--- src/rtl/axi4s_fifo.sv ---
// Synchronous AXI4-Stream FIFO: registered s_tready, one-cycle latency, no fall-through.
// Optional store-and-forward packet mode via `define AXI4S_FIFO_PACKET_MODE_EN.
module axi4s_fifo #(
    parameter int unsigned DATA_WIDTH = 16,
    parameter int unsigned USER_WIDTH = 1,
    parameter int unsigned KEEP_WIDTH = DATA_WIDTH / 8,
    parameter int unsigned DEPTH      = 16
) (
    input  logic                         ACLK,
    input  logic                         ARESETn,
    input  logic                         s_tvalid,
    output logic                         s_tready,
    input  logic                         s_tlast,
    input  logic [DATA_WIDTH-1:0]        s_tdata,
    input  logic [KEEP_WIDTH-1:0]        s_tkeep,
    input  logic [USER_WIDTH-1:0]        s_tuser,
    output logic                         m_tvalid,
    input  logic                         m_tready,
    output logic                         m_tlast,
    output logic [DATA_WIDTH-1:0]        m_tdata,
    output logic [KEEP_WIDTH-1:0]        m_tkeep,
    output logic [USER_WIDTH-1:0]        m_tuser,
    output logic [$clog2(DEPTH):0]       level
);

    localparam int unsigned PTR_W  = $clog2(DEPTH);
    localparam int unsigned LVL_W  = PTR_W + 1;
    localparam int unsigned BEAT_W = DATA_WIDTH + KEEP_WIDTH + USER_WIDTH + 1;
    localparam logic [LVL_W-1:0] FULL_LVL = LVL_W'(DEPTH);

    logic [BEAT_W-1:0] r_mem [DEPTH];
    logic [PTR_W-1:0]  r_wr_ptr;
    logic [PTR_W-1:0]  r_rd_ptr;
    logic [LVL_W-1:0]  r_level;
    logic [LVL_W-1:0]  w_level_d;
    logic              r_s_tready;
    logic              w_accept;
    logic              w_xfer;
    logic              w_m_tvalid;
    logic              w_rd_last;
    logic [BEAT_W-1:0] w_rd_beat;

    assign w_accept = s_tvalid & r_s_tready;
    assign w_xfer   = w_m_tvalid & m_tready;

    always_comb begin
        w_level_d = r_level;
        case ({w_accept, w_xfer})
            2'b10:   w_level_d = r_level + LVL_W'(1);
            2'b01:   w_level_d = r_level - LVL_W'(1);
            default: w_level_d = r_level;
        endcase
    end

    // s_tready is a flop of the next level, so m_tready never reaches it combinationally.
    always_ff @(posedge ACLK or negedge ARESETn) begin
        if (!ARESETn) begin
            r_wr_ptr   <= '0;
            r_rd_ptr   <= '0;
            r_level    <= '0;
            r_s_tready <= 1'b0;
        end else begin
            if (w_accept) r_wr_ptr <= r_wr_ptr + PTR_W'(1);
            if (w_xfer)   r_rd_ptr <= r_rd_ptr + PTR_W'(1);
            r_level    <= w_level_d;
            r_s_tready <= (w_level_d < FULL_LVL);
        end
    end

    always_ff @(posedge ACLK) begin
        if (w_accept) r_mem[r_wr_ptr] <= {s_tdata, s_tkeep, s_tuser, s_tlast};
    end

    assign w_rd_beat = r_mem[r_rd_ptr];
    assign {m_tdata, m_tkeep, m_tuser, w_rd_last} = w_rd_beat;

`ifdef AXI4S_FIFO_PACKET_MODE_EN
    logic [LVL_W-1:0] r_pkt_cnt;
    logic [LVL_W-1:0] w_pkt_cnt_d;
    logic             r_release;
    logic             w_release_d;
    logic             w_full_stall;

    assign w_full_stall = (r_level == FULL_LVL) && (r_pkt_cnt == '0);

    always_comb begin
        w_pkt_cnt_d = r_pkt_cnt;
        case ({w_accept & s_tlast, w_xfer & w_rd_last})
            2'b10:   w_pkt_cnt_d = r_pkt_cnt + LVL_W'(1);
            2'b01:   w_pkt_cnt_d = r_pkt_cnt - LVL_W'(1);
            default: w_pkt_cnt_d = r_pkt_cnt;
        endcase
    end

    // Once an oversize packet fills the FIFO, keep streaming it until its tlast leaves.
    always_comb begin
        w_release_d = r_release;
        if (w_full_stall)          w_release_d = 1'b1;
        if (w_xfer && w_rd_last)   w_release_d = 1'b0;
    end

    always_ff @(posedge ACLK or negedge ARESETn) begin
        if (!ARESETn) begin
            r_pkt_cnt <= '0;
            r_release <= 1'b0;
        end else begin
            r_pkt_cnt <= w_pkt_cnt_d;
            r_release <= w_release_d;
        end
    end

    assign w_m_tvalid = (r_level != '0) &&
                        ((r_pkt_cnt != '0) || r_release || (r_level == FULL_LVL));
`else
    assign w_m_tvalid = (r_level != '0);
`endif

    assign m_tvalid = w_m_tvalid;
    assign m_tlast  = w_m_tvalid & w_rd_last;
    assign s_tready = r_s_tready;
    assign level    = r_level;

endmodule

--- config.mk ---
export PLATFORM = sky130hd
export DESIGN_NAME = axi4s_fifo
export DESIGN_NICKNAME = d
export VERILOG_FILES = /design/src/rtl/axi4s_fifo.sv
export SDC_FILE = /design/constraint.sdc
export NUM_CORES = 1
export LEC_CHECK = 0
export CAP_MARGIN = 10
export CORE_UTILIZATION = 54
export CTS_CLUSTER_SIZE = 25
export DETAILED_ROUTE_END_ITERATION = 8
export PLACE_DENSITY = 0.7
export REMOVE_ABC_BUFFERS = 1
export SYNTH_ARGS = -nofsm -noshare
export SYNTH_HDL_FRONTEND = slang
export SYNTH_SLANG_ARGS = --single-unit
--- constraint.sdc ---
create_clock -name ACLK -period 6.3 [get_ports ACLK]
set_input_delay 0.63 -clock ACLK [delete_from_list [all_inputs] [get_ports ACLK]]
set_output_delay 0.63 -clock ACLK [all_outputs]
set_load 0.03 [all_outputs]
==> results.txt <==
----------------------------------------------------
[Run status]
  Outcome ... complete, no violations

[Placement]
  Area after DPL ... 0.01381 mm²
  Routability congestion estimate ... 0.7356
  Detailed placer's ending HPWL ... between 10000 and 15000 µm
  Port bufs ... 50

[Power and ir drop]
  Share of total power in the clock network ... 27.4%
  Power Dens Cells ... between 400 and 500 mW/mm²
  Pleak ... 4.828 nW
  Sequential cell fraction of total power ... 41.4%
  Switch share ... just over 30%
  VDD IR max ... 0.3835 mV
  Switching power ... 0.002120 W
  Part of the total power dissipated in combinational logic ... 31.2%
  Internal portion of total power ... 0.004746 W

[STA]
  Total Neg Setup Slack ... 0 ns
  Share of the clock period used by the worst path after layout ... 63.80%
  Final hold violations ... 0
  Clock period minus final worst setup slack ... 4.020 ns
  Slew Limit Headroom ... 42.25%
  RSZ-0062 raised after global routing ... false
  Slew at the pin closest to its max-slew limit ... 0.8662 ns
  Upper clock frequency limit ... 0.2488 GHz
  Slew Viols, Final ... 0
  Total setup violations reported at the end of the flow ... 0
  Setup Skew ... 0.01302 ns

[Drt]
  Via count ... 5931
  Iter 0 DRT Violations ... between 400 and 500
  DR WL/cell ... about 26 µm
  Detailed-route wire length ... 25940 µm
  Post-detailed-route count of antenna-violating nets ... 0
  Vias/cell ... 5.872
  DR DRC count ... 0
  Number of search-and-repair iterations in the first detailed-routing pass ... 4

[Clocking]
  CTS clock-pin slew for the worst setup and hold paths ... about 0.060 ns
  CTS hold repair buffers ... 0
  CTS tree ... yes
  Number of gates given a new drive strength after cts ... 0
  Clock Latency Late Sink ... 0.50 ns
  CTS H-tree lvls ... 2
  Cell at the root of the clock tree ... clkbuf_16
  Number of setup buffers added after CTS ... 0
  Clock Sinks ... 334
  Number of buffers added by the clock tree synthesis step ... 34
  Maximum number of buffers from clock root to sink ... 3

[Layout]
  Synthesis-to-layout area growth ... 15.12%
  Ant. Diodes ... 0
  Net count, final ... between 700 and 800
  Final standard cell area without fillers ... 0.01486 mm²
  Share of final-layout standard cells stronger than drive strength 1 ... 22.00%

[GRT]
  First-pass GRT wire length ... 38760 µm
  Global routing usage summed across all routing layers ... 22.41%
  Number of antenna violations at the first check in global routing ... 0
  Total global routing overflow ... 0
  Via count of the first global-routing pass ... 6453
  Largest net degree at the start of global routing ... 55

[Die]
  Die W ... approximately 160 µm
  Die Outline Area ... 0.02453 mm²
  Standard-cell rows ... 56
  Die outline height ... 156.6 µm
  Area of the core region ... 0.02347 mm²
  Top-Level Pins ... between 50 and 60
  Initial Util ... between 50% and 60%

[Setup path]
  Crit end category ... output port
  Critical register-to-register path endpoint ... s_tready
  FF-to-FF Start ... level[0]
  Crit path arrival time ... 3.39 ns
  Setup slack of the worst register-to-register path ... 3.26 ns
  Category of the most critical setup path ... flip-flop to output port
  Startpoint type of the worst setup path ... flip-flop
  Required time of the worst setup path ... approximately 5.7 ns
  Count of cells along the worst register-to-register path ... 10
  CP max FO ... 32

[Run]
  Total of max-cap violations ... 0

[Synth]
  Synth unique cells ... 36
  Area leader, netlist ... edfxtp_1
  Area fraction of the dominant cell type after synthesis ... 74.45%
  Largest cells by area after synthesis ... edfxtp_1 74%, mux4_2 14%, dfrtp_1 2.7%
  Mean cell area of the mapped netlist ... 21.91 µm²
  Post-Syn Instances ... 589
  Share of synthesized area occupied by flip-flops and latches ... between 70% and 80%
  Number of warning messages in the yosys log ... 0
  List of most frequent post-synthesis cells ... 320 x edfxtp_1, 78 x mux4_2, 38 x a22oi_1
  Post-synthesis sequential element count ... about 330
  Number of enable flip-flop cells after synthesis ... between 300 and 400
  Synth Flop Type ... edfxtp_1
  Synth Cell Area ... 0.01291 mm²
  Most instantiated library cell after synthesis ... edfxtp_1
  Share of flip-flops with an asynchronous set or reset ... 4.192%

[Min path]
  Class of the tightest hold or removal check ... input pin to asynchronous set/reset pin

----------------------------------------------------
==> worst max-delay path by stage <==
stage	slack [ns]	startpoint	depth (start not counted)	to
floorplan	1.43	r_rd_ptr[0]	3	m_tlast
CTS	2.19	r_rd_ptr[0]	5	m_tdata[2]
finish	2.28	r_rd_ptr[0]	5	m_tdata[2]
detailed placement	2.72	r_rd_ptr[0]	5	m_tdata[2]
global placement	2.79	r_rd_ptr[0]	5	m_tdata[2]
global route	2.03	r_rd_ptr[0]	5	m_tdata[2]
==> power by group through the flow <==
stage / clock network (W) / logic, W / registers, W
2_1_floorplan: 0 / 0.00138 / 0.00297
4_1_cts: 0.00192 / 0.00218 / 0.00285
3_5_place_dp: 0 / 0.00217 / 0.00289
6_report: 0.00188 / 0.00214 / 0.00284
3_3_place_gp: 0 / 0.00215 / 0.00288
5_1_grt: 0.00200 / 0.00229 / 0.00287
==> critical path: stages (launching register included) <==
cell and delay, ns:
dfrtp_4 0.68, buf_4 0.62, mux4_2 0.59, a22oi_1 0.24, nand2_1 0.12, clkdlybuf4s50_1 0.61
==> per-layer routing <==
layer	part of all wire, %	wire length, µm	vias to the layer above	global-route usage [%]
li1	-	-	2620	-
met1	39	10030	3051	30.46
met2	52	13370	222	37.39
met3	7.9	2038	38	3.794
met4	1.9	495	0	7.190
met5	0	0	-	0
==> state kept, by name, indices dropped and copies added, names as in the netlist, named ones only <==
signal    cells
r_mem       320
s_tready      1
r_wr_ptr      4
r_rd_ptr      4
level         4
==> cell type report <==
cell class | instances | area, µm²
clock buffer | 44 | 952.2
sequential | 334 | 9967
timing repair buffer | 71 | 658.1
inverter | 6 | 22.52
tap | 319 | 399.1
clock inverter | 15 | 96.34
fill | 1598 | 8613
multi-input combinational | 221 | 2764
==> per-stage QoR <==
stage / worst slack, ns / hold slack (ns) / std cells / power [W] / util, %
3_3_place_gp: 2.792 / 0.5119 / 951 / 0.005028 / 58.84
2_1_floorplan: 1.435 / 0.3344 / 561 / 0.004343 / -
5_1_grt: 2.029 / 0.5771 / 1010 / 0.007160 / 63.30
4_1_cts: 2.192 / 0.5277 / 1010 / 0.006943 / 63.30
3_5_place_dp: 2.723 / 0.5274 / 951 / 0.005064 / 58.84
6_report: 2.280 / 0.5172 / 1010 / 0.006866 / 63.30
==> layout by cell type, fill, tap and decap left out, types with 8 or more instances in the layout <==
cell             instances
mux4_2                  78
a22oi_1                 38
nand2_1                 24
and2_1                  11
buf_4                   21
ha_1                     9
xnor2_1                  8
clkinv_1                 8
dfrtp_1                 12
edfxtp_1               320
clkdlybuf4s50_1         50
clkbuf_16               37
==> kinds of logic (layout without fill, tap and decap cells) <==
kind of cell | after synthesis | after routing | synth area share [%]
adder cells (fa/ha/maj) | 10 | 10 | 1.028
multiplexers | 86 | 86 | 14.27
AO/OA/AOI/OAI | 50 | 50 | 2.821
buffers and inverters | 34 | 136 | 1.483
XOR/XNOR | 9 | 9 | 0.6107
AND/OR/NAND/NOR | 66 | 66 | 2.627
flip-flops | 334 | 334 | 77.16
Power figures use the tool's default switching activity.
